**config.mk**
```make
export PLATFORM = sky130hd
export DESIGN_NAME = cpu_player_flat
export DESIGN_NICKNAME = d
export VERILOG_FILES = /design/src/rtl/cpu_player_if.sv /design/src/rtl/cpu_player.sv /design/src/flat_wrapper.sv
export SDC_FILE = /design/constraint.sdc
export NUM_CORES = 1
export LEC_CHECK = 0
export ABC_AREA = 1
export CAP_MARGIN = 0
export CELL_PAD_IN_SITES_DETAIL_PLACEMENT = 1
export CELL_PAD_IN_SITES_GLOBAL_PLACEMENT = 2
export CORE_MARGIN = 5
export CORE_UTILIZATION = 32
export DETAILED_ROUTE_END_ITERATION = 12
export PLACE_DENSITY = 0.9
export SYNTH_ARGS = -nofsm -noshare
export SYNTH_HDL_FRONTEND = slang
export SYNTH_SLANG_ARGS = --single-unit
```
**constraint.sdc**
```tcl
create_clock -name clk -period 3.65 [get_ports clk]
set_clock_uncertainty 0.2 [all_clocks]
set_input_delay 0.9125 -clock clk [delete_from_list [all_inputs] [get_ports clk]]
set_output_delay 0.9125 -clock clk [all_outputs]
set_load 0.05 [all_outputs]
```
**src/rtl/cpu_player_if.sv**
```systemverilog
// cpu_player bus: enable tick and difficulty in,
// press pulse and LFSR value out.
interface cpu_player_if #(
  parameter int WIDTH = 10
);
  logic             enable;
  logic [WIDTH-1:0] difficulty;
  logic             press;
  logic [WIDTH-1:0] lfsr_value;

  modport master (
    output enable,
    output difficulty,
    input  press,
    input  lfsr_value
  );

  modport slave (
    input  enable,
    input  difficulty,
    output press,
    output lfsr_value
  );
endinterface

```
**src/rtl/cpu_player.sv**
```systemverilog
// Computer opponent: LFSR draw vs difficulty
// gives a one-clock press, then a cooldown.
module cpu_player #(
  parameter int             WIDTH   = 10,
  parameter int             HOLDOFF = 4,
  parameter logic [WIDTH-1:0] SEED  = 10'b0000000001
) (
  input  logic        clk,
  input  logic        reset,
  cpu_player_if.slave bus
);

  localparam logic [1:0] S_READY = 2'd0;
  localparam logic [1:0] S_PRESS = 2'd1;
  localparam logic [1:0] S_COOL  = 2'd2;

  localparam int TAP = WIDTH - 4;
  localparam logic [7:0] CNT_LOAD = 8'(HOLDOFF - 1);

  logic [WIDTH-1:0] lfsr_q, lfsr_d;
  logic [1:0]       state_q, state_d;
  logic [7:0]       cnt_q, cnt_d;
  logic             press_q, press_d;
  logic             hit;

  // x^10 + x^7 + 1, shifting left
  always_comb begin
    lfsr_d = lfsr_q;
    if (bus.enable) begin
      lfsr_d = {lfsr_q[WIDTH-2:0],
                lfsr_q[WIDTH-1] ^ lfsr_q[TAP]};
    end
  end

  assign hit = (bus.difficulty > lfsr_q);

  always_comb begin
    state_d = state_q;
    cnt_d   = cnt_q;
    case (state_q)
      S_READY: begin
        if (bus.enable && hit) begin
          state_d = S_PRESS;
        end
      end
      S_PRESS: begin
        state_d = S_COOL;
        cnt_d   = CNT_LOAD;
      end
      S_COOL: begin
        if (bus.enable) begin
          if (cnt_q == 8'd0) begin
            state_d = S_READY;
          end else begin
            cnt_d = cnt_q - 8'd1;
          end
        end
      end
      default: begin
        state_d = S_READY;
        cnt_d   = 8'd0;
      end
    endcase
  end

  assign press_d = (state_d == S_PRESS);

  always_ff @(posedge clk or posedge reset) begin
    if (reset) begin
      lfsr_q  <= SEED;
      state_q <= S_READY;
      cnt_q   <= 8'd0;
      press_q <= 1'b0;
    end else begin
      lfsr_q  <= lfsr_d;
      state_q <= state_d;
      cnt_q   <= cnt_d;
      press_q <= press_d;
    end
  end

  assign bus.press      = press_q;
  assign bus.lfsr_value = lfsr_q;

endmodule
```
**src/flat_wrapper.sv**
```systemverilog
// flat-port wrapper written by rule: the top's interface ports become plain ports
module cpu_player_flat 
#(
  parameter int             WIDTH   = 10,
  parameter int             HOLDOFF = 4,
  parameter logic [WIDTH-1:0] SEED  = 10'b0000000001
)
  (clk, reset, bus_enable, bus_difficulty, bus_press, bus_lfsr_value);
  cpu_player_if #(.WIDTH(WIDTH)) bus_i ();
  input  logic clk;
  input  logic reset;
  input wire logic [$bits(bus_i.enable)-1:0] bus_enable;
  input wire logic [$bits(bus_i.difficulty)-1:0] bus_difficulty;
  output wire logic [$bits(bus_i.press)-1:0] bus_press;
  output wire logic [$bits(bus_i.lfsr_value)-1:0] bus_lfsr_value;
  assign bus_i.enable = bus_enable;
  assign bus_i.difficulty = bus_difficulty;
  assign bus_press = bus_i.press;
  assign bus_lfsr_value = bus_i.lfsr_value;
  cpu_player #(.WIDTH(WIDTH), .HOLDOFF(HOLDOFF), .SEED(SEED)) u_core (.clk(clk), .reset(reset), .bus(bus_i));
endmodule
```
==> results.sh <==
export IMPL_cp_slowest_cell="clkdlybuf4s50_1"
export IMPL_rr_startpoint="u_core.state_q[0]$_DFF_PP0_"
export IMPL_drt_pass1_iter_count=3
export IMPL_die_w_um=76.1
export IMPL_internal_power_uw=664
export IMPL_rows=24
export IMPL_path_depth=1
export IMPL_antenna_found_initial=0
export IMPL_synth_seq_area_share_pct=37.7
export IMPL_pin_count=24
export IMPL_yosys_area_share_simple_pct=22.1
export IMPL_tns_ps=0
export IMPL_slew_headroom_pct=42.1
export IMPL_grt_max_degree=22
export IMPL_postRouteWirelength_um=3220
export IMPL_synth_top_cell_area_share_pct=35.8
export IMPL_rsz0062_at_grt="no"
export IMPL_ys_top_cells_by_area="dfrtp_1 36%, ha_1 14%, nand2_1 13%"
export IMPL_place_gp_congestion=0.779
export IMPL_post_synth_xor_area_fraction_pct=2.50
export IMPL_grt_pass1_wl_um=5820
export IMPL_synth_area_mux_share_pct=0
export IMPL_yosys_area_top_type="dfrtp_1"
export IMPL_nets=238
export IMPL_cts_buffer_depth=2
export IMPL_cp_num_buf_inv=1
export IMPL_p_seq_share_pct=29.0
export IMPL_cp_data_required_time_ps=2540
export IMPL_synth_avg_cell_area_um2=7.60
export IMPL_h_tree_depth=1
export IMPL_cts_made_buffers=3
export IMPL_ctsHoldBuffers=0
export IMPL_area_delta_synth_final_pct=23.2
export IMPL_port_buffers=23
export IMPL_dpl_cell_count=256
export IMPL_initial_core_util_pct=32.6
export IMPL_hold_violations=0
export IMPL_power_switching_uw=662
export IMPL_max_stage_delay_ps=820
export IMPL_clkPwrFrac_pct=12.1
export IMPL_cp_start_kind="register"
export IMPL_period_share_pct=76.0
export IMPL_worst_pin_slew_ps=867
export IMPL_p_leak_nw=0.881
export IMPL_max_vdd_ir_drop_mv=0.310
export IMPL_vias=1172
export IMPL_syn_area_um2=1400
export IMPL_ys_ff_latch=21
export IMPL_drt_initial_drc_count=23
export IMPL_clk_pin_slew_ps=90
export IMPL_powerDensity_nw_per_um2=769
export IMPL_clk_latency_ps=270
export IMPL_holdPathStages=2
export IMPL_synth_compound_area_share_pct=11.7
export IMPL_postCtsResizedCells=0
export IMPL_viasPerCell=4.51
export IMPL_holdPathEnd="u_core.bus.lfsr_value[2]$_DFFE_PP0P_"
export IMPL_die_h_um=76.1
export IMPL_syn_num_nets=213
export IMPL_r2r_setup_slack_ps=1790
export IMPL_crit_path_start="u_core.bus.lfsr_value[0]$_DFFE_PP1P_"
export IMPL_synth_cell_type_count=23
export IMPL_finalNonFillerCells=260
export IMPL_cp_top_family="buffers and inverters"
export IMPL_crit_fanout=4
export IMPL_swShare_pct=49.9
export IMPL_syn_inst=184
export IMPL_r2r_end="u_core.cnt_q[6]$_DFFE_PP0P_"
export IMPL_dp_hpwl_um=2550
export IMPL_antenna_cells=0
export IMPL_avgRoutedWirePerCell_um=12.4
export IMPL_detail_route_antenna_nets=0
export IMPL_grtUsageTotal_pct=12.1
export IMPL_dieArea_um2=5790
export IMPL_cts_tree="done"
export IMPL_n_fill_cell=552
export IMPL_crit_chain="clkdlybuf4s50_1"
export IMPL_cts_root_buf="clkbuf_8"
export IMPL_reg2reg_depth=7
export IMPL_holdCritPathClass="reg2reg"
export IMPL_grt_overflow_total=0
export IMPL_layout_min_cycle_time_ps=2770
export IMPL_power_frac_comb_pct=58.9
export IMPL_status="completed"
export IMPL_drc=0
export IMPL_design_core_area_um2=4290
export IMPL_finalSetupViolCount=0
export IMPL_grt_pass1_vias=1268
export IMPL_end_kind="primary output"
export IMPL_postCtsSetupBuffers=0
export IMPL_ys_warn_count=0
export IMPL_slew_viol_final=0
export IMPL_synthAdderAreaFrac_pct=14.3
export IMPL_path_class="reg2out"
export IMPL_min_from="u_core.bus.lfsr_value[1]$_DFFE_PP0P_"
export IMPL_crit_arrival_ps=1660
export IMPL_drive_gt1_share_pct=7.21
export IMPL_synth_top_family_by_area="simple AND/OR/NAND/NOR gates"
export IMPL_clock_fmax_mhz=360
export IMPL_max_cap_violations=0
export IMPL_clock_sinks=21
## synth_stat cells
master	instances
a21oi_1	6
a21oi_2	1
buf_2	2
buf_6	1
clkbuf_1	1
dfrtp_1	20
dfstp_2	1
ha_1	16
inv_1	37
nand2_1	47
nand2_2	2
nand3_1	9
nand3b_1	1
nand4_1	1
nor2_1	13
nor2_2	1
nor4_1	1
o2111ai_1	1
o21ai_0	13
o21ai_2	5
o21bai_1	1
xnor2_1	1
xor2_1	3
## final cells by class
cell class	instances	area [um^2]	area share, %
tap	52	65.1	3.78
clock buffer	3	41.3	2.40
multi-input combinational	122	708	41.1
inverter	37	139	8.06
sequential	21	527	30.6
clock inverter	1	5.00	0.290
timing repair buffer	24	238	13.8
## worst max path at each step
stage,end,slack [ps]
after floorplan,u_core.bus.press$_DFF_PP0_,1560
after global placement,u_core.bus.press$_DFF_PP0_,1040
after detailed placement,u_core.state_q[0]$_DFF_PP0_,990
after CTS,bus_lfsr_value[0],860
after global routing,bus_lfsr_value[0],840
final,bus_lfsr_value[0],880
## cells in the final DEF, fill, tap and decap left out, drive strengths merged, types with 3 or more instances in the layout
cell,synthesis,final
nand2,49,49
nand3,9,9
xor2,3,3
clkbuf,1,3
nor2,14,14
a21oi,7,7
inv,37,37
o21ai,18,18
dfrtp,20,20
clkdlybuf4s50,0,23
ha,16,16
## power groups by stage
stage | registers (mW) | logic (mW) | clock network [mW]
after floorplan | 0.498 | 0.491 | 0
after global placement | 0.390 | 0.779 | 0
after detailed placement | 0.390 | 0.795 | 0
after CTS | 0.387 | 0.797 | 0.170
after global routing | 0.398 | 0.889 | 0.181
final | 0.385 | 0.781 | 0.160
## state kept, by name (all words and copies together) (netlist names)
| register | cells |
|---|---|
| u_core.bus.lfsr_value | 10 |
| u_core.bus.press | 1 |
| u_core.cnt_q | 8 |
| u_core.state_q | 2 |
## through the flow
step	power (mW)	hold WS [ps]	util (%)	instance area (um^2)	setup WS (ps)
after floorplan	0.989	300	-	1400	1560
after global placement	1.17	291	39.0	1680	1040
after detailed placement	1.19	305	39.0	1680	990
after CTS	1.35	327	40.1	1720	864
after global routing	1.47	367	40.1	1720	837
final	1.33	321	40.1	1720	875
## routing by layer
| metal | vias up | part of all wire [%] | track usage, % |
|---|---|---|---|
| met4 | 0 | 1.4 | 4.20 |
| met5 | - | 0 | 0 |
| met3 | 4 | 4.9 | 2.60 |
| li1 | 619 | - | - |
| met1 | 528 | 48 | 15.6 |
| met2 | 21 | 45 | 19.9 |
## cell families (layout without fill, tap and decap cells)
group | after synthesis | count (layout)
AOI/OAI and AO/OA | 27 | 27
xor gates and xnor gates | 4 | 4
adders and majority gates | 16 | 16
buffers and inverters | 41 | 65
DFF | 21 | 21
and+or+nand+nor | 75 | 75
Power figures use the tool's default switching activity.
